## config.mk

```make
export PLATFORM = sky130hd
export DESIGN_NAME = uart_cmd_tx
export DESIGN_NICKNAME = d
export VERILOG_FILES = /design/src/rtl/uart_cmd_tx_pkg.sv /design/src/rtl/uart_frame_tx.sv /design/src/rtl/uart_cmd_tx.sv
export SDC_FILE = /design/constraint.sdc
export NUM_CORES = 1
export LEC_CHECK = 0
export CAP_MARGIN = 30
export CORE_MARGIN = 5
export CORE_UTILIZATION = 50
export DETAILED_ROUTE_END_ITERATION = 10
export DONT_BUFFER_PORTS = 1
export PLACE_DENSITY_LB_ADDON = 0.1
export SLEW_MARGIN = 20
export SYNTH_ARGS = -nofsm -noshare
export SYNTH_HDL_FRONTEND = slang
export SYNTH_SLANG_ARGS = --single-unit
```

## constraint.sdc

```tcl
create_clock -name CLK -period 7.1 [get_ports CLK]
set_clock_uncertainty 0.15 [all_clocks]
set_input_delay 1.42 -clock CLK [delete_from_list [all_inputs] [get_ports CLK]]
set_output_delay 1.42 -clock CLK [all_outputs]
set_load 0.02 [all_outputs]
```

## src/rtl/uart_cmd_tx_pkg.sv

```systemverilog
// Shared definitions for the UART command transmitter: default command codes,
// parity-mode encodings and the serializer state enum.
package uart_cmd_tx_pkg;

    localparam logic [7:0] CMD_WR_DEFAULT = 8'hAA;
    localparam logic [7:0] CMD_RD_DEFAULT = 8'hBB;

    typedef enum logic [1:0] {
        PAR_NONE     = 2'b00,
        PAR_NONE_ALT = 2'b01,
        PAR_EVEN     = 2'b10,
        PAR_ODD      = 2'b11
    } par_mode_e;

    typedef enum logic [2:0] {
        ST_IDLE,
        ST_GAP,
        ST_START,
        ST_DATA,
        ST_PARITY,
        ST_STOP
    } tx_state_e;

    // Only the two modes with the MSB set carry a parity bit.
    function automatic logic parity_enabled(input logic [1:0] mode);
        return mode[1];
    endfunction

endpackage

```

## src/rtl/uart_frame_tx.sv

```systemverilog
// Serializes one frame: gap, start, data LSB first, optional parity, stop.
// A start request during the final stop cycle chains straight into the next gap.
module uart_frame_tx
    import uart_cmd_tx_pkg::*;
#(
    parameter int DATA_WIDTH = 8
) (
    input  logic                  clk,
    input  logic                  rst,
    input  logic                  start_i,
    input  logic [DATA_WIDTH-1:0] data_i,
    input  logic [1:0]            par_mode_i,
    input  logic [5:0]            prescale_i,
    output logic                  line_o,
    output logic                  frame_done_o,
    output logic                  busy_o
);

    localparam int CW = (DATA_WIDTH > 1) ? $clog2(DATA_WIDTH) : 1;

    tx_state_e       state_q, state_d;
    logic [CW-1:0]   bit_q, bit_d;
    logic [5:0]      tick_q, tick_d;
    logic            line_q, line_d;
    logic            bit_end;
    logic            last_bit;
    logic            par_bit;

    // A prescale of 0 wraps to 63, giving a 64-cycle bit period for free.
    assign bit_end      = (tick_q == prescale_i - 6'd1);
    assign last_bit     = (bit_q == CW'(DATA_WIDTH - 1));
    assign par_bit      = (^data_i) ^ (par_mode_i == PAR_ODD);
    assign frame_done_o = (state_q == ST_STOP) && bit_end;
    assign busy_o       = (state_q != ST_IDLE);
    assign line_o       = line_q;

    always_comb begin
        state_d = state_q;
        bit_d   = bit_q;
        tick_d  = (state_q == ST_IDLE || bit_end) ? 6'd0 : tick_q + 6'd1;
        case (state_q)
            ST_IDLE:   if (start_i) state_d = ST_GAP;
            ST_GAP:    if (bit_end) state_d = ST_START;
            ST_START: begin
                if (bit_end) begin
                    state_d = ST_DATA;
                    bit_d   = '0;
                end
            end
            ST_DATA: begin
                if (bit_end) begin
                    if (last_bit)
                        state_d = parity_enabled(par_mode_i) ? ST_PARITY : ST_STOP;
                    else
                        bit_d = bit_q + 1'b1;
                end
            end
            ST_PARITY: if (bit_end) state_d = ST_STOP;
            ST_STOP:   if (bit_end) state_d = start_i ? ST_GAP : ST_IDLE;
            default:   state_d = ST_IDLE;
        endcase

        case (state_d)
            ST_START:  line_d = 1'b0;
            ST_DATA:   line_d = data_i[bit_d];
            ST_PARITY: line_d = par_bit;
            default:   line_d = 1'b1;
        endcase
    end

    always_ff @(posedge clk or posedge rst) begin
        if (rst) begin
            state_q <= ST_IDLE;
            bit_q   <= '0;
            tick_q  <= '0;
            line_q  <= 1'b1;
        end else begin
            state_q <= state_d;
            bit_q   <= bit_d;
            tick_q  <= tick_d;
            line_q  <= line_d;
        end
    end

endmodule

```

## src/rtl/uart_cmd_tx.sv

```systemverilog
// Register-file command transmitter: owns the command handshake and sequences
// the code/address/data frames through a single frame serializer.
module uart_cmd_tx
    import uart_cmd_tx_pkg::*;
#(
    parameter int                    DATA_WIDTH  = 8,
    parameter logic [DATA_WIDTH-1:0] CMD_WR_CODE = DATA_WIDTH'(CMD_WR_DEFAULT),
    parameter logic [DATA_WIDTH-1:0] CMD_RD_CODE = DATA_WIDTH'(CMD_RD_DEFAULT)
) (
    input  logic                  CLK,
    input  logic                  RST,
    input  logic                  CMD_VALID,
    output logic                  CMD_READY,
    input  logic                  CMD_TYPE,
    input  logic [DATA_WIDTH-1:0] CMD_ADDR,
    input  logic [DATA_WIDTH-1:0] CMD_DATA,
    input  logic [1:0]            PAR_MODE,
    input  logic [5:0]            PRESCALE,
    output logic                  TX_OUT,
    output logic                  BUSY,
    output logic                  DONE
);

    logic                  type_q, type_d;
    logic [DATA_WIDTH-1:0] addr_q, addr_d;
    logic [DATA_WIDTH-1:0] data_q, data_d;
    logic [1:0]            par_q, par_d;
    logic [5:0]            pre_q, pre_d;
    logic [1:0]            idx_q, idx_d;
    logic                  done_q, done_d;

    logic                  accept;
    logic                  frame_busy;
    logic                  frame_done;
    logic                  last_frame;
    logic                  next_frame;
    logic [DATA_WIDTH-1:0] frame_byte;

    assign CMD_READY  = !frame_busy;
    assign BUSY       = frame_busy;
    assign DONE       = done_q;
    assign accept     = CMD_VALID && CMD_READY;
    assign last_frame = (idx_q == (type_q ? 2'd2 : 2'd1));
    assign next_frame = frame_done && !last_frame;

    always_comb begin
        case (idx_q)
            2'd0:    frame_byte = type_q ? CMD_WR_CODE : CMD_RD_CODE;
            2'd1:    frame_byte = addr_q;
            default: frame_byte = data_q;
        endcase
    end

    always_comb begin
        type_d = type_q;
        addr_d = addr_q;
        data_d = data_q;
        par_d  = par_q;
        pre_d  = pre_q;
        idx_d  = idx_q;
        done_d = frame_done && last_frame;
        if (accept) begin
            type_d = CMD_TYPE;
            addr_d = CMD_ADDR;
            data_d = CMD_DATA;
            par_d  = PAR_MODE;
            pre_d  = PRESCALE;
            idx_d  = 2'd0;
        end else if (next_frame) begin
            idx_d = idx_q + 2'd1;
        end
    end

    always_ff @(posedge CLK or posedge RST) begin
        if (RST) begin
            type_q <= 1'b0;
            addr_q <= '0;
            data_q <= '0;
            par_q  <= PAR_NONE;
            pre_q  <= '0;
            idx_q  <= '0;
            done_q <= 1'b0;
        end else begin
            type_q <= type_d;
            addr_q <= addr_d;
            data_q <= data_d;
            par_q  <= par_d;
            pre_q  <= pre_d;
            idx_q  <= idx_d;
            done_q <= done_d;
        end
    end

    // The serializer reads the latched settings, which are valid from the first gap cycle on.
    uart_frame_tx #(
        .DATA_WIDTH (DATA_WIDTH)
    ) u_frame (
        .clk          (CLK),
        .rst          (RST),
        .start_i      (accept || next_frame),
        .data_i       (frame_byte),
        .par_mode_i   (par_q),
        .prescale_i   (pre_q),
        .line_o       (TX_OUT),
        .frame_done_o (frame_done),
        .busy_o       (frame_busy)
    );

endmodule

```

==> results by group, run 1 <==
Route
  – Drt first-iter violations: 105
  – Detailed-route via count: 1,735
  – Initial DRT Pass Iterations: 4
  – WL per Instance: 14.9 um
  – Drt total wl: 4.63 mm
  – DRC viols: 0
  – Detail Route Antenna Nets: 0
  – Avg Vias per Cell: 5.60

Timing
  – Total Neg Setup Slack: 0 ns
  – Final worst slack: 3.73 ns
  – Crit share post-route: 0.475
  – Slew Viols, Final: 0
  – Final setup violation count: 0
  – Relative slew slack: 0.436
  – Post-layout min period: 3.37 ns
  – Fin. Hold Viols: 0
  – Max Fclk: 296 MHz
  – RSZ-0062 raised after global routing: false
  – Worst Tran Pin Value: 0.839 ns

Synthesis
  – FF+latch count, synth: 41
  – Synth Warn #: 0
  – Post-synth EDFFs: 0
  – Post-Syn Nets: 290
  – Mapped Area: 2280 um^2
  – Yosys cell types: 49
  – Async S/R FF share, synth: 1.00
  – Seq/Total Area, Yosys: 0.450
  – Post-Syn Instances: 257
  – Ys flop type: dfrtp_1
  – Syn avg cell area: 8.88 um^2

Finish
  – Most frequent cells in the layout: nand2_1, dfrtp_1, nor2_1, inv_1, xnor2_1
  – P&R area growth vs syn: 6.25%
  – Most common cell after layout, fill and taps aside: nand2_1
  – Finished Layout Cells: 310
  – # nets final: 291
  – Fraction of layout cells with a size suffix above 1: 0.0698
  – Final Cell Area: 2420 um^2
  – Inserted Diodes: 0

Worst setup path
  – Bufs and invs on worst path: 1
  – Critical Path Source Type: flop
  – WP data required: 5.53 ns
  – Worst Setup End Kind: primary output
  – CP peak stage delay: 0.72 ns
  – Delay-heaviest family, CP: simple AND/OR/NAND/NOR gates
  – CP arrival: 1.80 ns
  – Worst-path cell chain: nor3_1 > inv_1
  – Critical-path top delay cell: nor3_1
  – Crit-path max FO: 10
  – Path type of the worst setup path: flop to primary output

Placed design
  – GPL Wtd Cong: 0.860
  – Count of input and output buffers: 0
  – Post-detail-place hpwl: 3.48 mm
  – DP Area: 2320 um^2
  – Dpl cells: 302
  – Worst slack, placed: 4.01 ns

Global route
  – Global-route wire length before repair: 8.19 mm
  – Grt total ovfl: 0
  – Tot GR Track Use: 0.166
  – Largest net degree at the start of global routing: 42
  – Vias in the first global route: 1,766
  – Initial antenna violation count: 0

Clock network
  – H-tree depth reported by CTS: 2
  – CTS tree: done
  – Gates resized, CTS repair: 0
  – Clock-pin transition on the worst setup and hold timing paths: 0.07 ns
  – # Post-CTS Setup Buffers: 0
  – Clk sinks: 41
  – Worst skew pair latency: 0.29 ns
  – CTS Hold Bufs: 0
  – CTS Buffer Depth: 2
  – Cts bufs inserted: 5
  – Root Driver: clkbuf_8

Floorplan
  – Initial core utilization: 0.520
  – FP Rows: 24
  – Core Box Area: 4380 um^2
  – Die Area: 6010 um^2
  – Die H: 77.5 um
  – Width of the die: 77.5 um
  – # IOs: 32

Run
  – Max-Cap Viols: 0

Power and ir drop
  – VDD IR max: 113 uV
  – Tot Pwr: 390 uW
  – Pwr/cell area: 161 nW/um^2
  – Static leakage: 0.00119 uW

Hold path
  – Hold crit path type: flop to flop

Status
  – Status: completed
-- per-layer routing --
metal	global-route usage	up-vias	share of wire
met2	0.260	36	0.45
met5	0	-	0
met1	0.229	818	0.49
met4	0.0412	0	0.0095
li1	-	875	-
met3	0.0463	6	0.052
-- power by group --
| part | switching (uW) | internal (uW) | leakage, uW |
|---|---|---|---|
| registers | 0 | 233 | 0.000518 |
| logic | 4.33 | 0.581 | 0.000631 |
| clock network | 74.8 | 77.1 | 0.0000443 |
| total | 79.1 | 311 | 0.00119 |
-- sequential cells by signal (all words and copies together), names as in the netlist --
name	count
DONE	1
par_q	2
addr_q	8
u_frame.bit_q	3
u_frame.line_o	1
u_frame.tick_q	6
data_q	8
idx_q	2
u_frame.state_q	3
pre_q	6
type_q	1
-- metrics by stage --
| step | utilization | hold slack, ns |
|---|---|---|
| 5_1_grt | 0.553 | 0.338 |
| 3_3_place_gp | 0.530 | 0.309 |
| 6_report | 0.553 | 0.320 |
| 2_1_floorplan | - | 0.288 |
| 4_1_cts | 0.549 | 0.327 |
| 3_5_place_dp | 0.530 | 0.309 |
-- kinds of logic after synthesis --
| group | synth area share |
|---|---|
| mux | 0.00933 |
| compound gates | 0.154 |
| buf+inv | 0.0318 |
| xor+xnor | 0.0790 |
| simple gates | 0.248 |
| flops | 0.450 |
| fa+ha+maj | 0.0274 |
-- cell usage after synthesis (3+ instances only) --
| cell type | number | area share |
|---|---|---|
| a211oi_1 | 3 | 0.0099 |
| a21oi_1 | 8 | 0.018 |
| and2_1 | 3 | 0.0082 |
| and3_1 | 3 | 0.0082 |
| clkbuf_1 | 7 | 0.012 |
| dfrtp_1 | 40 | 0.44 |
| ha_1 | 5 | 0.027 |
| inv_1 | 11 | 0.018 |
| nand2_1 | 77 | 0.13 |
| nand2b_1 | 3 | 0.0082 |
| nand3_1 | 6 | 0.013 |
| nor2_1 | 13 | 0.021 |
| nor2b_1 | 7 | 0.019 |
| nor3_1 | 5 | 0.011 |
| nor3b_1 | 3 | 0.0099 |
| o211ai_1 | 3 | 0.0099 |
| o21ai_0 | 7 | 0.015 |
| xnor2_1 | 11 | 0.042 |
| xor2_1 | 7 | 0.027 |
-- path summary, 6_finish.rpt --
| kind | from | endpoint | slack (ns) | cells past startpoint |
|---|---|---|---|---|
| worst min register to register | data_q[3] | data_q[3] | 0.32 | 2 |
| worst min-delay path | data_q[3] | data_q[3] | 0.32 | 2 |
| worst max register to register | pre_q[0] | u_frame.line_o | 4.03 | 8 |
| min in group asynchronous | RST | data_q[7] | 0.99 | 2 |
| worst max-delay path | u_frame.state_q[0] | BUSY | 3.73 | 2 |
| max in group asynchronous | RST | u_frame.line_o | 5.43 | 2 |
-- area by class of cell --
type,instances,area (um^2)
Timing Repair Buffer,2,22.5
Clock buffer,7,86.3
Tap cell,52,65.1
Sequential cell,41,1030
Multi-Input combinational cell,197,1180
Inverter,11,41.3
Fill cell,422,1960
-- worst register-to-register path, stage by stage, from the launching register on --
cell,delay [ns]
dfrtp_1,0.41
or3_4,0.39
or4_4,0.50
a211o_1,0.39
or3_4,0.42
a221oi_2,0.24
a2111oi_1,0.09
o41ai_1,0.33
nand2_1,0.08
(Power assumes the default switching activity.)
==> run 2, diff against run 1 <==
Clock period 7.1 ns to 3.1 ns, I/O delays scaled along.
==> run 2 against run 1 <==
Clock-buffer cell count is the same. Critical path depth rose by 6. Final cell count is 2.3% higher. Hold slack got worse by 0.13 ns. Utilization rose by 1.7 points. Register-to-register slack got worse by 3.9 ns. Clock power increased by 130%. Wire length up 3.0%. Worst setup slack worse by 3.6 ns. Die area unchanged. Largest cell class unchanged.
==> results by group, run 2 (same netlist as run 1, synthesis figures left out) <==
Timing
  – Post-layout min period: 2.96 ns
  – Relative slew slack: 0.658
  – Max Fclk: 338 MHz
  – Final setup violation count: 0
  – RSZ-0062 raised after global routing: false
  – Final worst slack: 0.139 ns
  – Worst Tran Pin Value: 0.509 ns
  – Crit share post-route: 0.955
  – Slew Viols, Final: 0
  – Total Neg Setup Slack: 0 ns
  – Fin. Hold Viols: 0

Worst setup path
  – CP arrival: 3.03 ns
  – Worst Setup SP: pre_q[0]
  – WP data required: 3.17 ns
  – Path type of the worst setup path: flop to flop
  – Worst Setup End Kind: flop
  – FF-to-FF Start: pre_q[0]
  – Crit-path max FO: 4
  – R2R setup slack: 0.14 ns
  – Critical Path Source Type: flop

Floorplan
  – Initial core utilization: 0.520
  – Core Box Area: 4380 um^2
  – Width of the die: 77.5 um
  – FP Rows: 24
  – Die Area: 6010 um^2
  – Die H: 77.5 um
  – # IOs: 32

Route
  – Initial DRT Pass Iterations: 4
  – Avg Vias per Cell: 5.52
  – DRC viols: 0
  – WL per Instance: 15.0 um
  – Detail Route Antenna Nets: 0
  – Detailed-route via count: 1,750
  – Drt total wl: 4.77 mm
  – Drt first-iter violations: 85

Power and ir drop
  – VDD IR max: 256 uV
  – Pwr/cell area: 359 nW/um^2
  – Static leakage: 0.00123 uW

Finish
  – Biggest regs: addr_q x8, data_q x8
  – Fillers: 405
  – Finished Layout Cells: 317
  – Most common cell after layout, fill and taps aside: nand2_1
  – # nets final: 298
  – P&R area growth vs syn: 9.43%
  – Inserted Diodes: 0
  – Most frequent cells in the layout: nand2_1, dfrtp_1, nor2_1, inv_1, xnor2_1
  – Fraction of layout cells with a size suffix above 1: 0.106

Status
  – Status: completed

Hold path
  – Hold crit path type: primary input to asynchronous set/reset pin

Clock network
  – CTS Buffer Depth: 2
  – H-tree depth reported by CTS: 2
  – Clock-pin transition on the worst setup and hold timing paths: 0.07 ns
  – Cts bufs inserted: 5
  – CTS Hold Bufs: 0
  – Root Driver: clkbuf_8
  – CTS tree: done
  – Worst skew pair latency: 0.29 ns
  – Clk sinks: 41

Placed design
  – GPL Wtd Cong: 0.809
  – Count of input and output buffers: 0
  – Post-detail-place hpwl: 3.52 mm
  – Worst slack, placed: 0.0959 ns
  – Dpl cells: 308

Global route
  – Tot GR Track Use: 0.174
  – Vias in the first global route: 1,808
  – Global-route wire length before repair: 8.47 mm
  – Largest net degree at the start of global routing: 42
  – Initial antenna violation count: 0
  – Grt total ovfl: 0

Run
  – Max-Cap Viols: 0
[run 2: path summary, 6_finish.rpt]
check                                      end  depth (start not counted)
worst max-delay path            u_frame.line_o                          8
worst min-delay path                 addr_q[3]                          2
worst max register to register  u_frame.line_o                          8
worst min register to register       data_q[3]                          2
max in group asynchronous             pre_q[2]                          2
min in group CLK                     data_q[2]                          2
[run 2: layer usage]
| layer | GRT usage | share of wire | vias up |
|---|---|---|---|
| li1 | - | - | 886 |
| met2 | 0.285 | 0.47 | 28 |
| met4 | 0.0464 | 0.015 | 0 |
| met1 | 0.231 | 0.48 | 828 |
| met5 | 0 | 0 | - |
| met3 | 0.0405 | 0.039 | 8 |
[run 2: metrics by stage]
step | cell area, um^2 | hold slack [ns] | total power, uW | utilization
2_1_floorplan | 2280 | 0.288 | 553 | -
3_3_place_gp | 2370 | 0.309 | 557 | 0.540
3_5_place_dp | 2370 | 0.314 | 557 | 0.540
4_1_cts | 2450 | 0.209 | 909 | 0.560
5_1_grt | 2500 | 0.238 | 945 | 0.569
6_report | 2500 | 0.188 | 896 | 0.569
[run 2: where the power goes]
| part | total [uW] | internal [uW] | switching (uW) |
|---|---|---|---|
| Sequential | 535 | 535 | 0 |
| Combinational | 11.0 | 1.33 | 9.71 |
| Clock | 350 | 177 | 173 |
[run 2: worst max-delay path, stage by stage, from the launching register on]
cell,delay (ns)
dfrtp_1,0.41
or3_4,0.39
or4_4,0.51
a211o_1,0.32
or3_4,0.36
a221oi_2,0.23
a2111oi_1,0.09
o41ai_1,0.34
nand2_1,0.09
[run 2: cell type report]
cell class / instances / area, um^2 / area share
Sequential cell: 41 / 1030 / 0.412
Timing Repair Buffer: 9 / 67.6 / 0.0271
Inverter: 11 / 41.3 / 0.0165
Multi-Input combinational cell: 197 / 1210 / 0.484
Clock buffer: 7 / 86.3 / 0.0346
Tap cell: 52 / 65.1 / 0.0261
[run 2: timing repair]
action                                  4_1_cts  5_1_grt
setup buffers                                 0        2
gates resized for setup                       0        6
endpoints found under the setup margin        0        1
==> run 3, diff against run 2 <==
Settings changed: CORE_MARGIN 5 to unset, CTS_CLUSTER_SIZE set to 10, GPL_ROUTABILITY_DRIVEN set to 0.
==> run 3 against run 2 <==
Sequential share of layout area is 0.17 points lower. Clock power is 7.7% higher. Utilization increased by 0.17 points. Global-route usage rose by 3.6 points. First-iteration DRC count increased by 32%. Combinational power about the same. Critical endpoint unchanged. Largest cell class unchanged. Largest power group unchanged.
==> results by group, run 3 (same netlist as run 1, synthesis figures left out) <==
Floorplan
  – FP Rows: 24
  – Width of the die: 69.5 um
  – # IOs: 32
  – Initial core utilization: 0.520
  – Die H: 69.5 um
  – Die Area: 4840 um^2
  – Core Box Area: 4380 um^2

Worst setup path
  – Crit-path max FO: 5
  – Critical Path Source Type: flop
  – Worst Setup End Kind: flop
  – CP arrival: 3.10 ns
  – Path type of the worst setup path: flop to flop
  – WP data required: 3.16 ns

Global route
  – Global-route wire length before repair: 7.84 mm
  – Vias in the first global route: 1,657
  – Largest net degree at the start of global routing: 42
  – Initial antenna violation count: 0
  – Grt total ovfl: 0
  – Tot GR Track Use: 0.209

Route
  – DRC viols: 0
  – Initial DRT Pass Iterations: 4
  – Top sig layer: met4
  – Met3 WL: 120 um
  – WL per Instance: 15.2 um
  – Met2 WL: 2.24 mm
  – Drt total wl: 4.84 mm
  – Avg Vias per Cell: 5.60
  – Metal-1 WL: 2.37 mm
  – Drt first-iter violations: 112
  – Detail Route Antenna Nets: 0
  – Detailed-route via count: 1,780

Placed design
  – Post-detail-place hpwl: 3.45 mm
  – Worst slack, placed: 0.0569 ns
  – DP Area: 2370 um^2
  – Count of input and output buffers: 0

Finish
  – Final Cell Area: 2500 um^2
  – P&R area growth vs syn: 9.76%
  – Biggest regs: addr_q x8, data_q x8
  – Fin util: 0.571
  – Most frequent cells in the layout: nand2_1, dfrtp_1, nor2_1, inv_1, xnor2_1
  – Fraction of layout cells with a size suffix above 1: 0.109
  – Inserted Diodes: 0
  – Most common cell after layout, fill and taps aside: nand2_1
  – # nets final: 298

Clock network
  – CTS tree: done
  – Cts bufs inserted: 5
  – CTS Hold Bufs: 0
  – Clk sinks: 41
  – Root Driver: clkbuf_8
  – Clock-pin transition on the worst setup and hold timing paths: 0.09 ns
  – Worst skew pair latency: 0.31 ns
  – H-tree depth reported by CTS: 2
  – CTS Buffer Depth: 2

Timing
  – RSZ-0062 raised after global routing: true
  – Final worst slack: 0.0587 ns
  – Final setup violation count: 0
  – Post-layout min period: 3.04 ns
  – Crit share post-route: 0.981
  – Relative slew slack: 0.659
  – Fin. Hold Viols: 0
  – Slew Viols, Final: 0
  – Worst Tran Pin Value: 0.508 ns
  – Max Fclk: 329 MHz
  – Hold_ws: 0.172 ns

Run
  – Max-Cap Viols: 0

Power and ir drop
  – VDD IR max: 251 uV
  – Static leakage: 0.00124 uW
  – Pwr/cell area: 369 nW/um^2

Status
  – Status: completed

Hold path
  – Hold crit path type: primary input to asynchronous set/reset pin
-- run 3: critical path: stages, from the launching register on --
cell and delay [ns]:
dfrtp_1 0.40, or3_4 0.39, or4_4 0.51, a211o_4 0.37, or3_4 0.39, a221oi_2 0.23
a2111oi_1 0.09, o41ai_1 0.34, nand2_1 0.08
-- run 3: final timing paths --
path                                   from  cells after the start  slack (ns)        endpoint
max in group asynchronous               RST                      2        2.24  u_frame.line_o
worst min register to register    data_q[4]                      2        0.33       data_q[4]
worst min-delay path                    RST                      2        0.17        pre_q[3]
worst max register to register     pre_q[0]                      8        0.06  u_frame.line_o
worst max-delay path               pre_q[0]                      8        0.06  u_frame.line_o
min in group CLK                CMD_ADDR[0]                      2        0.27       addr_q[0]
-- run 3: final cells by class --
type | count | area, um^2
Tap cell | 52 | 65.1
Sequential cell | 41 | 1030
Timing Repair Buffer | 9 | 67.6
Inverter | 11 | 41.3
Clock inverter | 2 | 13.8
Multi-Input combinational cell | 197 | 1210
Clock buffer | 6 | 82.6
Fill cell | 394 | 1880
-- run 3: metrics by stage --
step           TNS, ns  instances  total power (uW)
2_1_floorplan        0        257               553
3_3_place_gp         0        308               557
3_5_place_dp         0        308               557
4_1_cts              0        316               929
5_1_grt        -0.0999        318               944
6_report             0        318               923
-- run 3: report_power, final --
part	internal (uW)	switching (uW)	total, uW	leakage [uW]
Combinational	1.33	10.0	11.3	0.000667
Clock	181	197	377	0.0000512
Sequential	534	0	534	0.000518
-- run 3: routing by layer --
layer  GRT usage  up-vias
met3      0.0305       11
met1       0.284      852
met5           0        -
li1            -      883
met4      0.0884        0
met2       0.335       34
-- run 3: repair_timing --
action	CTS	global route
resized for setup	0	4
setup endpoints to repair	0	1
buffers inserted	0	2
